File: src/rtl/apb_coll_regs.sv
// apb_coll_regs: APB3 control, status and per-channel snapshot registers for a collector.
// Define COLL_IRQ_EN to add the IRQ_EN register at 0x08 and the registered Irq output.
module apb_coll_regs #(
    parameter int NUM_CH     = 3,
    parameter int DATA_SIZE  = 4,
    parameter int LENGTH_ADD = 5
) (
    input  logic                           FCLK_CLK1,
    input  logic                           rstn,
    input  logic [31:0]                    APB_M_0_paddr,
    input  logic                           APB_M_0_psel,
    input  logic                           APB_M_0_penable,
    input  logic                           APB_M_0_pwrite,
    input  logic [31:0]                    APB_M_0_pwdata,
    output logic [31:0]                    APB_M_0_prdata,
    output logic                           APB_M_0_pready,
    output logic                           APB_M_0_pslverr,
    output logic                           StartColl,
    input  logic                           CollDone,
    input  logic [NUM_CH*DATA_SIZE-1:0]    MaxCountData,
    input  logic [NUM_CH*LENGTH_ADD-1:0]   MaxCount,
    output logic                           Irq
);

    typedef enum logic [1:0] {
        S_BLOCK,
        S_IDLE,
        S_ACK
    } state_t;

    state_t state, state_nxt;

    logic [31:0] prdata_q;
    logic        pslverr_q;

    logic        start, start_nxt;
    logic        oneshot, oneshot_nxt;
    logic        busy, busy_nxt;
    logic        done, done_nxt;
    logic        irq_en_bit;

    logic [NUM_CH-1:0][DATA_SIZE-1:0]  ch_data;
    logic [NUM_CH-1:0][LENGTH_ADD-1:0] ch_cnt;

    logic [5:0]  word;
    logic        acc;
    logic        aligned;
    logic        hit_ctrl, hit_stat, hit_irq, hit_ch;
    logic        err;
    logic        commit;
    logic        wr_ctrl, wr_stat, wr_irq;
    logic [31:0] ch_word;
    logic [31:0] rd_data;
    logic        unused_bits;

    assign unused_bits = ^{APB_M_0_paddr[31:8], APB_M_0_pwdata[31:2]};

    always_comb begin
        word     = APB_M_0_paddr[7:2];
        aligned  = APB_M_0_paddr[1:0] == 2'b00;
        hit_ctrl = word == 6'd0;
        hit_stat = word == 6'd1;
`ifdef COLL_IRQ_EN
        hit_irq  = word == 6'd2;
`else
        hit_irq  = 1'b0;
`endif
        hit_ch   = 1'b0;
        ch_word  = '0;
        for (int i = 0; i < NUM_CH; i++) begin
            if (word == 6'(4 + i)) begin
                hit_ch  = 1'b1;
                ch_word = {16'(ch_data[i]), 16'(ch_cnt[i])};
            end
        end
        // STATUS bit0 is read-only: writing a 1 there is rejected
        err = !aligned
            || !(hit_ctrl || hit_stat || hit_irq || hit_ch)
            || (APB_M_0_pwrite && (hit_ch || (hit_stat && APB_M_0_pwdata[0])));
        rd_data = '0;
        unique case (1'b1)
            hit_ctrl: rd_data = {30'b0, oneshot, start};
            hit_stat: rd_data = {30'b0, done, busy};
            hit_irq:  rd_data = {31'b0, irq_en_bit};
            hit_ch:   rd_data = ch_word;
            default:  rd_data = '0;
        endcase
    end

    always_comb begin
        acc       = APB_M_0_psel && APB_M_0_penable;
        state_nxt = state;
        unique case (state)
            S_BLOCK: if (!acc) state_nxt = S_IDLE;
            S_IDLE:  if (acc)  state_nxt = S_ACK;
            S_ACK:   state_nxt = S_IDLE;
            default: state_nxt = S_BLOCK;
        endcase
        commit  = (state == S_ACK) && acc && APB_M_0_pwrite && !pslverr_q;
        wr_ctrl = commit && hit_ctrl;
        wr_stat = commit && hit_stat;
        wr_irq  = commit && hit_irq;
    end

    always_ff @(posedge FCLK_CLK1 or negedge rstn) begin
        if (!rstn) begin
            state     <= S_BLOCK;
            prdata_q  <= '0;
            pslverr_q <= 1'b0;
        end else begin
            state <= state_nxt;
            if (state == S_IDLE && acc) begin
                prdata_q  <= (!APB_M_0_pwrite && !err) ? rd_data : '0;
                pslverr_q <= err;
            end else begin
                prdata_q  <= '0;
                pslverr_q <= 1'b0;
            end
        end
    end

    always_comb begin
        start_nxt   = start;
        oneshot_nxt = oneshot;
        if (oneshot && start)
            start_nxt = 1'b0;
        if (wr_ctrl) begin
            start_nxt   = APB_M_0_pwdata[0];
            oneshot_nxt = APB_M_0_pwdata[1];
        end
        busy_nxt = busy;
        if (CollDone)
            busy_nxt = 1'b0;
        if (start_nxt && !start)
            busy_nxt = 1'b1;
        done_nxt = CollDone || (done && !(wr_stat && APB_M_0_pwdata[1]));
    end

    always_ff @(posedge FCLK_CLK1 or negedge rstn) begin
        if (!rstn) begin
            start   <= 1'b0;
            oneshot <= 1'b0;
            busy    <= 1'b0;
            done    <= 1'b0;
            ch_data <= '0;
            ch_cnt  <= '0;
        end else begin
            start   <= start_nxt;
            oneshot <= oneshot_nxt;
            busy    <= busy_nxt;
            done    <= done_nxt;
            if (CollDone) begin
                ch_data <= MaxCountData;
                ch_cnt  <= MaxCount;
            end
        end
    end

`ifdef COLL_IRQ_EN
    logic irq_en_q, irq_q;

    always_ff @(posedge FCLK_CLK1 or negedge rstn) begin
        if (!rstn) begin
            irq_en_q <= 1'b0;
            irq_q    <= 1'b0;
        end else begin
            if (wr_irq)
                irq_en_q <= APB_M_0_pwdata[0];
            irq_q <= done && irq_en_q;
        end
    end

    assign irq_en_bit = irq_en_q;
    assign Irq        = irq_q;
`else
    logic unused_irq;

    assign unused_irq = wr_irq;
    assign irq_en_bit = 1'b0;
    assign Irq        = 1'b0;
`endif

    assign APB_M_0_prdata  = prdata_q;
    assign APB_M_0_pready  = state == S_ACK;
    assign APB_M_0_pslverr = pslverr_q;
    assign StartColl       = start;

endmodule

File: config.mk
export PLATFORM = sky130hd
export DESIGN_NAME = apb_coll_regs
export DESIGN_NICKNAME = d
export VERILOG_FILES = /design/src/rtl/apb_coll_regs.sv
export SDC_FILE = /design/constraint.sdc
export NUM_CORES = 1
export LEC_CHECK = 0
export CORE_AREA = 2 2 92 77
export DETAILED_ROUTE_END_ITERATION = 16
export DIE_AREA = 0 0 94 79
export MAX_ROUTING_LAYER = met4
export PLACE_DENSITY = 0.77
export SYNTH_ARGS = -nofsm -noshare
export SYNTH_HDL_FRONTEND = slang
export SYNTH_SLANG_ARGS = --single-unit
File: constraint.sdc
create_clock -name FCLK_CLK1 -period 1.3 [get_ports FCLK_CLK1]
set_input_delay 0.13 -clock FCLK_CLK1 [delete_from_list [all_inputs] [get_ports FCLK_CLK1]]
set_output_delay 0.13 -clock FCLK_CLK1 [all_outputs]
set_load 0.1 [all_outputs]
==> results of run 1 <==
## through the flow
step                TNS [ns]  setup slack [ns]    util
CTS                 -0.09530          -0.04329  0.4661
detailed placement    -4.959           -0.4150  0.4399
global route         -0.9189           -0.1360  0.4695
finish              -0.07134          -0.04255  0.4695
floorplan            -0.3867           -0.2018       -
global placement      -4.347           -0.3669  0.4399
## flip-flops by register name, summed over array words and instances (netlist names)
signal,flops
ch_cnt,15
ch_data,12
APB_M_0_prdata,9
state,2
APB_M_0_pslverr,1
StartColl,1
busy,1
done,1
oneshot,1
## timing repair
action                     in CTS  in global routing
hold buffers                    1                  0
gates resized for setup        10                  5
pin swaps                       8                  1
hold endpoints to repair       43                  0
setup endpoints to repair      12                 13
gates cloned                    0                  0
setup buffers                   3                  0
## critical path, delay by kind of cell, from the launching register on
family | cells | cell delay [ns]
flip-flops | 1 | 0.48
multiplexers | 1 | 0.31
AND/OR/NAND/NOR | 3 | 0.46
## cells by family (layout without fill, tap and decap cells)
group	count (synthesis)	after routing	synth area share
other	1	24	0.001795
flip-flops	43	43	0.5150
buffers and inverters	34	85	0.1072
AO/OA/AOI/OAI	21	21	0.06408
AND/OR/NAND/NOR	37	37	0.1042
multiplexers	39	39	0.2078
## layout make-up
type | count | area (um2) | share of cell area
sequential | 43 | 1081 | 0.3495
multi-input combinational | 121 | 954.7 | 0.3087
timing repair buffer | 74 | 845.8 | 0.2735
tap | 87 | 108.9 | 0.03519
clock buffer | 7 | 86.33 | 0.02791
inverter | 3 | 11.26 | 0.003641
clock inverter | 1 | 5.005 | 0.001618
## layer usage
layer	vias to the layer above	part of all wire	global-route usage
li1	704	-	-
met1	702	0.46	0.1694
met2	55	0.47	0.2021
met3	4	0.057	0.03321
met4	0	0.0078	0.03043
met5	-	0	-
## cell usage in the layout (no fill, tap or decap), drive strengths merged, types with 2 or more instances in the layout
| cell | count |
|---|---|
| o21ai | 2 |
| dlygate4sd2 | 3 |
| conb | 24 |
| nor2b | 2 |
| mux2i | 7 |
| a21oi | 13 |
| mux2 | 32 |
| nand4 | 2 |
| clkbuf | 7 |
| nand2 | 6 |
| nor3 | 2 |
| inv | 3 |
| buf | 32 |
| a21o | 2 |
| clkdlybuf4s50 | 38 |
| nand2b | 4 |
| dfrtp | 43 |
| nor2 | 15 |
## power groups by stage
| stage | Sequential [mW] | Clock (mW) | Combinational [mW] |
|---|---|---|---|
| CTS | 1.48 | 0.899 | 0.836 |
| finish | 1.48 | 0.869 | 0.835 |
| floorplan | 1.53 | 0 | 0.574 |
| global route | 1.50 | 0.957 | 0.885 |
| detailed placement | 1.51 | 0 | 0.814 |
| global placement | 1.50 | 0 | 0.806 |
## cells in the mapped netlist, drive strengths merged, types with 2 or more instances
| cell | n |
|---|---|
| a21o | 2 |
| a21oi | 13 |
| buf | 28 |
| clkbuf | 3 |
| dfrtp | 43 |
| inv | 3 |
| mux2 | 32 |
| mux2i | 7 |
| nand2 | 6 |
| nand2b | 4 |
| nand4 | 2 |
| nor2 | 15 |
| nor2b | 2 |
| nor3 | 2 |
| o21ai | 2 |
## how the worst min path moves through the flow
stage	startpoint	slack [ns]	depth (start not counted)	endpoint
global placement	rstn	0.13	2	state[0]
floorplan	rstn	-0.17	0	APB_M_0_prdata[0]
detailed placement	rstn	0.13	2	state[1]
global route	rstn	0.36	3	state[0]
finish	rstn	0.34	3	state[0]
CTS	rstn	0.35	3	StartColl
==> metrics.md, run 1 <==
| Metric | Value |
|---|---|
| Status | finished with violations |
| Violated checks | negative setup slack |
| Max Slew Vio Count | 0 |
| Via count | approximately 1500 |
| Worst reg2reg endpoint | oneshot |
| Clock sink total | 43 |
| DRT iter0 DRCs | approximately 70 |
| Final worst slack | -0.04255 ns |
| Synth-to-Final Area Change | 48.02% |
| Final hold slack | about 0.34 ns |
| Ports | ~130 |
| Leak Pwr | 1.338 nW |
| Worst Setup SP | APB_M_0_pslverr |
| First-pass GRT wire length | 7162 um |
| Avg Cell Area, Syn | 11.94 um2 |
| Post-synth EDFFs | 0 |
| Critical Path AT | 1.53 ns |
| Port-buffer cells | between 50 and 60 |
| Die area | about 7400 um2 |
| HPWL after DPL | about 3200 um |
| Synth warn | 0 |
| Hold Path Class | in -> async |
| Comb power frac | 0.262 |
| Cell area after layout | between 3000 and 4000 um2 |
| Non-filler cells in the finished layout | approximately 340 |
| Cell chain of the critical path | nand4bb_4 > nor3_2 > nand2_2 > mux2_4 |
| CTS HTree Levels | 2 |
| Pwr/cell area | slightly above 1000 nW/um2 |
| Clock power share | 0.273 |
| DR DRC count | 0 |
| Netlist cell types | 34 |
| Post-synth top area share | 0.5150 |
| CTS tree | done |
| Layout Nets | between 300 and 400 |
| Placed cell areas | roughly 2900 um2 |
| Post-route ant nets | 0 |
| Sw Share | 0.3175 |
| Cts bufs inserted | 5 |
| CTS Buffer Depth | 2 |
| Crit Path Max Fanout | 3 |
| Die Y | ~79 um |
| Clk_lat worst skew | about 0.29 ns |
| R2R setup slack | -0.04 ns |
| Sequential power share | 0.465 |
| Synthesized flop and latch total | 43 |
| Initial Util | 0.3172 |
| Vias per std cell | ~4.4 |
| Slowest-stage cell, CP | dfrtp_4 |
| Critical Path Sink | oneshot |
| Synth Flop Type | dfrtp_1 |
| Critical Path RT | approximately 1.5 ns |
| Initial antenna violation count | 0 |
| Largest net degree at the start of global routing | between 40 and 50 |
| Cells after DPL | approximately 320 |
| Cells after Synth | 175 |
| Congestion Overflow GR | 0 |
| Switch Pwr | a little over 1 mW |
| Routed Wire Length | approximately 4400 um |
| CP peak stage delay | about 0.48 ns |
| Core area | 6588 um2 |
| Fillers | around 600 |
| Reg2Reg Depth | 4 |
| VDD IR max | about 0.00046 V |
| Sequential share of the synthesized area | 0.5150 |
| CP Capture Type | flip-flop |
| Ys async rst share | 1.000 |
| Antenna diodes | 0 |
| Max Freq | 0.7449 GHz |
| Syn Std Cell Area | ~2100 um2 |
| # rows | 27 |
| GP Congestion | ~0.76 |
| Reg2Reg Launch Point | APB_M_0_pslverr |
| Layout cells sized above 1 | 0.3655 |
| Root buffer cell | clkbuf_8 |
| Most area-consuming cells after synthesis | dfrtp_1, mux2_2, buf_4 |
| Max Cap Violations | 0 |
| Worst Setup Start Kind | flip-flop |
| Die span in x | between 90 and 100 um |
| Final setup viols | 4 |
| Mean routed wirelength per cell | between 10 and 15 um |
| Total power | 3.187 mW |
| RSZ-0062 raised after global routing | yes |
| First-pass DRT Iterations | 4 |
| Post-route clock skew | ~0.0055 ns |
| Crit share post-route | 1.033 |
| Final min period | 1.343 ns |
| Setup CP Type | reg -> reg |
| Clk slew on worst S/H paths | about 0.08 ns |
| Post-synth top area cell | dfrtp_1 |
| Final hold violation count | 0 |
| Gr usage total | 0.1290 |
| Int Pwr | between 2 and 2.5 mW |
| Vias in the first global route | 1491 |
Note: power is estimated with default switching activity, not from simulation.
==> inputs of run 2 (changes only) <==
==> config.mk (replaced) <==
export PLATFORM = sky130hd
export DESIGN_NAME = apb_coll_regs
export DESIGN_NICKNAME = d
export VERILOG_FILES = /design/src/rtl/apb_coll_regs.sv
export SDC_FILE = /design/constraint.sdc
export NUM_CORES = 1
export LEC_CHECK = 0
export CORE_AREA = 2 2 90 75
export DETAILED_ROUTE_END_ITERATION = 16
export DIE_AREA = 0 0 92 77
export MAX_ROUTING_LAYER = met4
export PLACE_DENSITY = 0.78
export SYNTH_ARGS = -nofsm -noshare
export SYNTH_HDL_FRONTEND = slang
export SYNTH_SLANG_ARGS = --single-unit
==> constraint.sdc (replaced) <==
create_clock -name FCLK_CLK1 -period 1.5 [get_ports FCLK_CLK1]
set_input_delay 0.15 -clock FCLK_CLK1 [delete_from_list [all_inputs] [get_ports FCLK_CLK1]]
set_output_delay 0.15 -clock FCLK_CLK1 [all_outputs]
set_load 0.1 [all_outputs]
==> run 2 against run 1 <==
  * The run now ends clean
  * Register-to-register slack better by 0.15 ns
  * Sequential power down 13%
  * Design area down 2.3%
  * Clock power up 8.3%
  * Final cell count down 2.1%
  * Critical path depth up 1
  * Total power down 8.1%
  * Worst setup slack better by 0.13 ns
  * Clock skew up 0.0042 ns
  * Die area down 4.6%
  * Via count down 0.20%
  * Clock-buffer cell count down 1
  * Critical path type is now in -> reg
  * Largest cell class unchanged
  * Largest power group unchanged
==> metrics.md, run 2 (synthesized netlist as in run 1, its figures left out) <==
| Metric | Value |
|---|---|
| Status | complete, no violations |
| Via count | approximately 1500 |
| Routed Wire Length | roughly 4400 um |
| CTS Buffer Depth | 2 |
| Worst reg2reg endpoint | oneshot |
| CP peak stage delay | ~0.43 ns |
| GP Congestion | 0.7972 |
| Family with the most delay on the worst path | simple AND/OR/NAND/NOR gates |
| Vias per std cell | between 4 and 5 |
| Leak Pwr | 1.314 nW |
| Reg with most FFs | ch_cnt |
| First-pass DRT Iterations | 2 |
| Cell chain of the critical path | clkdlybuf4s50_1 > or3_4 > nor3_4 > nand2_2 > mux2_4 |
| Final hold slack | between 0.3 and 0.4 ns |
| Setup CP Type | in -> reg |
| Most common cell after layout, fill and taps aside | dfrtp_1 |
| R2R setup slack | ~0.11 ns |
| Pwr/cell area | just under 1000 nW/um2 |
| Reg2Reg Launch Point | APB_M_0_pslverr |
| Largest net degree at the start of global routing | 30 |
| Congestion Overflow GR | 0 |
| Clock sink total | 43 |
| CTS HTree Levels | 2 |
| Layout cells sized above 1 | 0.3224 |
| Final worst slack | between 0.08 and 0.09 ns |
| # rows | 26 |
| Postcts setup bufs | 0 |
| VDD IR max | approximately 0.00040 V |
| Gr usage total | 0.1417 |
| Initial antenna violation count | 0 |
| Worst Setup SP | APB_M_0_paddr[7] |
| Die span in x | around 90 um |
| Post-route clock skew | 0.009628 ns |
| Cts bufs inserted | 5 |
| Met3 Usage GRT | 0.05010 |
| Buffers and inverters on the worst path | 1 |
| Clk_lat worst skew | 0.30 ns |
| Ports | ~130 |
| First-pass GRT wire length | approximately 7600 um |
| RSZ-0062 raised after global routing | no |
| Gr busiest metal | met2 |
| Hold Path Class | in -> async |
| Max reg flops | 15 |
| Clk slew on worst S/H paths | approximately 0.09 ns |
| Mean routed wirelength per cell | 13.33 um |
| CTS tree | done |
| Crit share post-route | 0.9413 |
| Final hold violation count | 0 |
| Slowest-stage cell, CP | or3_4 |
| Max Freq | a little over 0.7 GHz |
| HPWL after DPL | roughly 3300 um |
| Total power | 2.928 mW |
| Most frequent cells in the layout | dfrtp_1, clkdlybuf4s50_1, mux2_2, conb_1 |
| Met2 Use GR | 0.2125 |
| Root buffer cell | clkbuf_8 |
| Crit Path Max Fanout | 4 |
| Initial Util | 0.3381 |
| Fin util | 0.4889 |
| Die area | around 7100 um2 |
| Vias in the first global route | 1551 |
| DR DRC count | 0 |
| Final setup viols | 0 |
| Worst Setup Start Kind | primary input |
| Layout Nets | 341 |
| CP Capture Type | flip-flop |
| Max Cap Violations | 0 |
| Antenna diodes | 0 |
| Reg2Reg Depth | 4 |
| Final min period | around 1.4 ns |
| Synth-to-Final Area Change | 44.61% |
| Pre-CTS setup slack | -0.2206 ns |
| Critical Path RT | between 1.5 and 2 ns |
| DRT iter0 DRCs | 30 |
| Post-route ant nets | 0 |
| Die Y | between 70 and 80 um |
| Max Slew Vio Count | 0 |
| Critical Path AT | between 1.5 and 2 ns |
| Port-buffer cells | 54 |
| Core area | a little over 6000 um2 |
| Grt met1 use | 0.1803 |
==> run 2: cell count changes in the layout (fill, tap and decap cells not counted), sizes merged <==
| cell | previous run | this run |
|---|---|---|
| bufinv | 0 | 1 |
| clkbuf | 7 | 6 |
| buf | 32 | 28 |
| clkdlybuf4s50 | 38 | 41 |
| dlygate4sd2 | 3 | 0 |
==> run 2: layout make-up <==
type	instances	area (um2)
fill	574	3159
sequential	43	1080
multi-input combinational	121	892.1
timing repair buffer	70	815.8
tap	84	105.1
clock buffer	6	82.58
clock inverter	2	35.03
inverter	3	11.26
==> run 2: layer usage <==
layer  vias up  wire (um)
met2        50       2047
li1        692          -
met4         0         49
met1       713       1967
met3         7        321
met5         -          0
==> run 2: worst reg2reg max path, stage by stage, from the launching register on <==
cell	delay, ns
dfrtp_4	0.49
nand4bb_1	0.23
nor3_2	0.16
nand2_2	0.10
mux2_4	0.30
==> run 2: metrics by stage <==
stage / TNS, ns / area (um2) / std cells
floorplan: -0.001837 / 2187 / 198
global placement: -1.555 / 2885 / 320
detailed placement: -1.870 / 2885 / 320
CTS: 0 / 3013 / 329
global route: 0 / 3022 / 329
finish: 0 / 3022 / 329
==> run 2: worst max path at each step <==
stage                               to  slack (ns)  cells past startpoint
detailed placement             oneshot       -0.22                      5
floorplan                      oneshot      -0.002                      4
global route         APB_M_0_prdata[3]        0.01                      5
global placement               oneshot       -0.18                      5
finish                         oneshot        0.09                      5
CTS                 APB_M_0_prdata[19]        0.06                      5
==> run 2: timing repair <==
item                       CTS  global route
hold buffers                 1             0
hold endpoints to repair    19             0
resized for setup            0             1
setup endpoints to repair    0             7
==> run 2: where the power goes <==
part / internal [mW] / leakage, nW / switching, mW
Clock: 0.539 / 0.0612 / 0.402
Sequential: 1.24 / 0.523 / 0.0449
Combinational: 0.261 / 0.730 / 0.440
Total: 2.04 / 1.31 / 0.887
